## src/rtl/load_store_unit.sv

```systemverilog
// Load/store unit: accepts one core request at a time, performs byte/half/word
// loads and stores against a word-wide memory with a combinational read port,
// and returns a single response.
//
// Sub-word stores do a read-modify-write, so only the addressed lanes change.
// Lanes are little-endian: byte lane 0 is bits [7:0].
//
// Ports:
//   clk, reset         clock, asynchronous active-high reset
//   req_*              core request (valid/ready handshake)
//   rsp_*              core response (valid/ready handshake)
//   mem_address        word address to memory, bits [1:0] always 0
//   mem_data_in        write word to memory
//   mem_data_out       combinational read word from memory
//   mem_we             memory write enable
//
// Build option: define LSU_MISALIGN_ERR_EN to report misaligned half/word
// accesses as errors. Otherwise they are force-aligned, and only size 2'b11
// is reported as an error.
module load_store_unit (
  input  logic        clk,
  input  logic        reset,
  input  logic        req_valid,
  output logic        req_ready,
  input  logic        req_we,
  input  logic [31:0] req_addr,
  input  logic [31:0] req_wdata,
  input  logic [1:0]  req_size,
  input  logic        req_unsigned,
  output logic        rsp_valid,
  input  logic        rsp_ready,
  output logic [31:0] rsp_rdata,
  output logic        rsp_error,
  output logic [31:0] mem_address,
  output logic [31:0] mem_data_in,
  input  logic [31:0] mem_data_out,
  output logic        mem_we
);

  typedef enum logic [2:0] {StIdle, StLoad, StRmwRead, StWrite, StResp} state_e;

  state_e      state_q, state_d;
  logic [1:0]  size_q, size_d;
  logic        unsigned_q, unsigned_d;
  logic [1:0]  off_q, off_d;        // effective byte lane after force-alignment
  logic [15:0] wdata_q, wdata_d;    // only sub-word stores need the latched data
  logic [31:0] rsp_rdata_q, rsp_rdata_d;
  logic        rsp_error_q, rsp_error_d;
  logic [29:0] mem_word_q, mem_word_d;
  logic [31:0] mem_data_in_q, mem_data_in_d;
  logic        mem_we_q, mem_we_d;

  logic        req_err;
  logic [1:0]  req_off;
  logic [31:0] shifted;
  logic [31:0] load_val;
  logic [31:0] lane_mask;
  logic [31:0] lane_data;
  logic [31:0] merged;

  // Request decode: error detection and effective lane offset.
  always_comb begin
    req_err = (req_size == 2'b11);
`ifdef LSU_MISALIGN_ERR_EN
    if ((req_size == 2'b01 && req_addr[0]) || (req_size == 2'b10 && req_addr[1:0] != 2'b00)) begin
      req_err = 1'b1;
    end
`endif
    unique case (req_size)
      2'b00:   req_off = req_addr[1:0];
      2'b01:   req_off = {req_addr[1], 1'b0};
      default: req_off = 2'b00;
    endcase
  end

  // Load lane extraction and store lane merge, both relative to off_q.
  always_comb begin
    shifted = mem_data_out >> {off_q, 3'b000};
    unique case (size_q)
      2'b00:   load_val = {{24{~unsigned_q & shifted[7]}}, shifted[7:0]};
      2'b01:   load_val = {{16{~unsigned_q & shifted[15]}}, shifted[15:0]};
      default: load_val = shifted;
    endcase
    if (size_q == 2'b00) begin
      lane_mask = 32'h0000_00ff << {off_q, 3'b000};
      lane_data = {4{wdata_q[7:0]}};
    end else begin
      lane_mask = 32'h0000_ffff << {off_q, 3'b000};
      lane_data = {2{wdata_q}};
    end
    merged = (mem_data_out & ~lane_mask) | (lane_data & lane_mask);
  end

  always_comb begin
    state_d       = state_q;
    size_d        = size_q;
    unsigned_d    = unsigned_q;
    off_d         = off_q;
    wdata_d       = wdata_q;
    rsp_rdata_d   = rsp_rdata_q;
    rsp_error_d   = rsp_error_q;
    mem_word_d    = mem_word_q;
    mem_data_in_d = mem_data_in_q;
    mem_we_d      = 1'b0;
    unique case (state_q)
      StIdle: begin
        if (req_valid) begin
          size_d      = req_size;
          unsigned_d  = req_unsigned;
          off_d       = req_off;
          wdata_d     = req_wdata[15:0];
          rsp_rdata_d = 32'h0;
          rsp_error_d = 1'b0;
          if (req_err) begin
            rsp_error_d = 1'b1;
            state_d     = StResp;
          end else begin
            mem_word_d = req_addr[31:2];
            if (!req_we) begin
              state_d = StLoad;
            end else if (req_size == 2'b10) begin
              mem_data_in_d = req_wdata;
              mem_we_d      = 1'b1;
              state_d       = StWrite;
            end else begin
              state_d = StRmwRead;
            end
          end
        end
      end
      StLoad: begin
        rsp_rdata_d = load_val;
        state_d     = StResp;
      end
      StRmwRead: begin
        mem_data_in_d = merged;
        mem_we_d      = 1'b1;
        state_d       = StWrite;
      end
      StWrite: begin
        state_d = StResp;
      end
      StResp: begin
        if (rsp_ready) begin
          state_d = StIdle;
        end
      end
      default: state_d = StIdle;
    endcase
  end

  always_ff @(posedge clk or posedge reset) begin
    if (reset) begin
      state_q       <= StIdle;
      size_q        <= 2'b00;
      unsigned_q    <= 1'b0;
      off_q         <= 2'b00;
      wdata_q       <= 16'h0;
      rsp_rdata_q   <= 32'h0;
      rsp_error_q   <= 1'b0;
      mem_word_q    <= 30'h0;
      mem_data_in_q <= 32'h0;
      mem_we_q      <= 1'b0;
    end else begin
      state_q       <= state_d;
      size_q        <= size_d;
      unsigned_q    <= unsigned_d;
      off_q         <= off_d;
      wdata_q       <= wdata_d;
      rsp_rdata_q   <= rsp_rdata_d;
      rsp_error_q   <= rsp_error_d;
      mem_word_q    <= mem_word_d;
      mem_data_in_q <= mem_data_in_d;
      mem_we_q      <= mem_we_d;
    end
  end

  assign req_ready   = (state_q == StIdle);
  assign rsp_valid   = (state_q == StResp);
  assign rsp_rdata   = rsp_rdata_q;
  assign rsp_error   = rsp_error_q;
  assign mem_address = {mem_word_q, 2'b00};
  assign mem_data_in = mem_data_in_q;
  assign mem_we      = mem_we_q;

endmodule
```

## config.mk

```make
export PLATFORM = sky130hd
export DESIGN_NAME = load_store_unit
export DESIGN_NICKNAME = d
export VERILOG_FILES = /design/src/rtl/load_store_unit.sv
export SDC_FILE = /design/constraint.sdc
export NUM_CORES = 1
export LEC_CHECK = 0
export CAP_MARGIN = 20
export CORE_UTILIZATION = 30
export CTS_BUF_LIST = sky130_fd_sc_hd__clkbuf_16
export DETAILED_ROUTE_END_ITERATION = 12
export GPL_TIMING_DRIVEN = 0
export HOLD_SLACK_MARGIN = 0.08
export PLACE_DENSITY = 0.62
export SETUP_SLACK_MARGIN = 0.5
export SLEW_MARGIN = 30
export SYNTH_ARGS = -nofsm -noshare
export SYNTH_HDL_FRONTEND = slang
export SYNTH_SLANG_ARGS = --single-unit
```

## constraint.sdc

```tcl
create_clock -name clk -period 4.9 [get_ports clk]
set_clock_uncertainty 0.1 [all_clocks]
set_input_delay 0.98 -clock clk [delete_from_list [all_inputs] [get_ports clk]]
set_output_delay 0.98 -clock clk [all_outputs]
set_load 0.02 [all_outputs]
```

==> impl_metrics.toml <==
[timing]
fin_hold_ws_ps = 377
hold_viol = 0
rsz0062_at_grt = "false"
fin_setup_tns_ps = 0
max_freq_ghz = 0.325
tightestPinTransition_ps = 693
fin_crit_ps = 3080
maxSlewHeadroom = 0.538
slew_violations = 0
finalCritPeriodShare = 0.628
setup_viol = 0

[logic_synthesis]
synth_ff_type = "dfrtp_1"
synthAdderAreaFrac = 0
synth_top_area_cell = "dfrtp_1"
avgSynthCellArea_um2 = 10.2
ys_warn_count = 0
async_reset_ff_frac = 1.00
synth_xor_area_frac = 0
netlist-cell-type-count = 46
synth.area.top_cells = "dfrtp_1, mux2_2, a21oi_1, nand2_1, a221o_1"
ys_ff_latch = 120
yosysMostFrequentCell = "dfrtp_1"
synth_seq_area_share = 0.499
synth_top_area_share = 0.499
yosys-top-cells-count = "dfrtp_1, nand2_1, a21oi_1"
syn-cell-area_um2 = 6020
synth_cells = 588
synth_edf_count = 0
synth_compound_area_frac = 0.203
yosys.area_share.simple = 0.123
synth.area.mux_share = 0.132
synth_top_family_by_area = "compound AO/OA/AOI/OAI gates"

[worst_setup_path]
critPathMaxFanout = 10
path_buf_inv = 2
start_kind = "register"
crit_arrival_ps = 2000
cpPeakStageDelay_ps = 660
crit_path_cell_trace = "buf_2 > nor3b_1 > clkdlybuf4s50_1"
cp.required_ps = 3820
crit_path_end_kind = "primary output"
slowest_stage = "clkdlybuf4s50_1"
crit_family = "buffers and inverters"
path_class = "register to primary output"

[place]
hpwlAfterDp_um = 15900
placed_area_um2 = 8400
port_buffers = 201
gp_congestion = 0.890
dpl.cell_count = 1056

[global_routing]
grt_usage = 0.212
antenna_found_initial = 0
grt_pass1_vias = 5465
grt_max_degree = 85
grt_overflow_total = 0
grt_pass1_wl_um = 32000

[pwr]
ir_drop_uv = 369
sw_frac_of_total = 0.405
p_comb_frac = 0.517
p_leak_nw = 3.73
power.total_mw = 6.56
p_int_mw = 3.90
cellPowerDensity_nw_per_um2 = 726
seq_power_share = 0.276
p_sw_mw = 2.66
power.share.clock = 0.207

[clock_tree]
insertion_delay_ps = 420
cts_tree = "yes"
ctsResizeCount = 0
cts_buffer_depth = 2
cts_inserted_buffers = 17
ctsHoldBuffers = 0
cts_setup_buffers = 0
htree_num_levels = 4
clock-sinks = 120
clk_pin_slew_worst_paths_ps = 50
root_buffer = "clkbuf_16"

[route]
drt_iter0_drc = 544
drt-vias-per-instance = 5.14
dr_total_vias = 5595
wl_per_cell_um = 19.4
drt-total-wl_um = 21100
dr.pass1.iters = 5
drc = 0
antenna_left = 0

[floorplanning]
start_util = 0.307
die_w_um = 144
io_pins = 204
die_area_um2 = 20600
coreArea_um2 = 19600
die_y_um = 144
rows = 51

[final_layout]
instances_no_fill = 1088
area_growth_syn_to_layout_pct = 50.1
drive_gt1_frac = 0.140
layout.nets = 914
n_antenna_cell = 0
finalInstanceArea_um2 = 9030

[worst_hold_path]
hold_path_class = "register to register"

[run_status]
status = "completed"

[run]
maxCapViolations = 0
[registers in the layout, summed over array words and instances (netlist names)]
| register | flops |
|---|---|
| mem_word_q | 30 |
| wdata_q | 16 |
| mem_we | 1 |
| state_q | 3 |
| unsigned_q | 1 |
| mem_data_in | 32 |
| rsp_error | 1 |
| rsp_rdata | 32 |
| off_q | 2 |
| size_q | 2 |
[final cells by class]
| class | instances | area (um2) |
|---|---|---|
| buffer | 50 | 240 |
| clock buffer | 17 | 425 |
| clock inverter | 15 | 209 |
| fill | 1894 | 10600 |
| inverter | 5 | 26.3 |
| multi-input combinational | 414 | 2760 |
| sequential | 120 | 3000 |
| tap | 265 | 332 |
| timing repair buffer | 202 | 2040 |
[placed cells by master, fill, tap and decap left out, types with 4 or more instances in the layout]
master / Yosys / final
a31oi_1: 4 / 4
clkinv_2: 0 / 4
nor3_1: 5 / 5
buf_4: 4 / 4
nor2_1: 39 / 39
o21ai_0: 32 / 32
a21oi_1: 70 / 70
mux2i_1: 15 / 15
a221o_1: 16 / 16
a211oi_1: 8 / 8
bufinv_16: 0 / 5
buf_2: 12 / 12
a22o_1: 8 / 8
clkbuf_1: 28 / 28
clkbuf_16: 0 / 17
nand2_1: 81 / 81
dfrtp_1: 120 / 120
o221ai_1: 16 / 16
clkdlybuf4s50_1: 0 / 201
a211o_1: 8 / 8
nor2b_1: 16 / 16
a21o_1: 8 / 8
a311oi_1: 8 / 8
mux2_2: 53 / 53
[tightest hold or removal path, stage by stage (launching register included)]
cell	delay (ps)
dfrtp_1	340
nand2_1	50
nand2_1	50
[per-layer routing]
metal	global-route usage	vias up	routed length (um)
li1	-	2583	-
met1	0.291	2733	9510
met2	0.310	238	9310
met3	0.0643	41	1700
met4	0.0840	0	593
met5	0	-	0
[path summary, 6_finish.rpt]
check                                        from                          to  slack, ps  depth (start not counted)
max                        state_q[2]$_DFFE_PP0P_                   rsp_valid       1820                          3
min                        wdata_q[9]$_DFFE_PP0P_      wdata_q[9]$_DFFE_PP0P_        380                          2
max reg2reg                state_q[1]$_DFFE_PP0P_   rsp_rdata[16]$_DFFE_PP0P_       2710                          5
min reg2reg                wdata_q[9]$_DFFE_PP0P_      wdata_q[9]$_DFFE_PP0P_        380                          2
max in group asynchronous                   reset  mem_data_in[4]$_DFFE_PP0P_       3160                          3
min in group asynchronous                   reset   mem_word_q[8]$_DFFE_PP0P_        830                          2
[power by group through the flow]
stage               logic [mW]  registers, mW  clock network [mW]
global route              3.65           1.88                1.41
CTS                       3.39           1.81                1.38
finish                    3.39           1.81                1.36
detailed placement        3.37           1.82                   0
floorplan                 1.52           2.23                   0
global placement          3.35           1.81                   0
[stage by stage]
step | util | setup slack [ps]
after floorplan | - | 634
after global placement | 0.427 | -1270
after detailed placement | 0.429 | 1690
after CTS | 0.461 | 1780
after global routing | 0.461 | 1710
final | 0.461 | 1820
[cell families (layout without fill, tap and decap cells)]
logic type             after synthesis  count (layout)
buffers and inverters               55             289
AND/OR/NAND/NOR                    157             157
multiplexers                        70              70
AO/OA/AOI/OAI                      185             185
other                                1               2
flip-flops                         120             120
(Power assumes the default switching activity.)
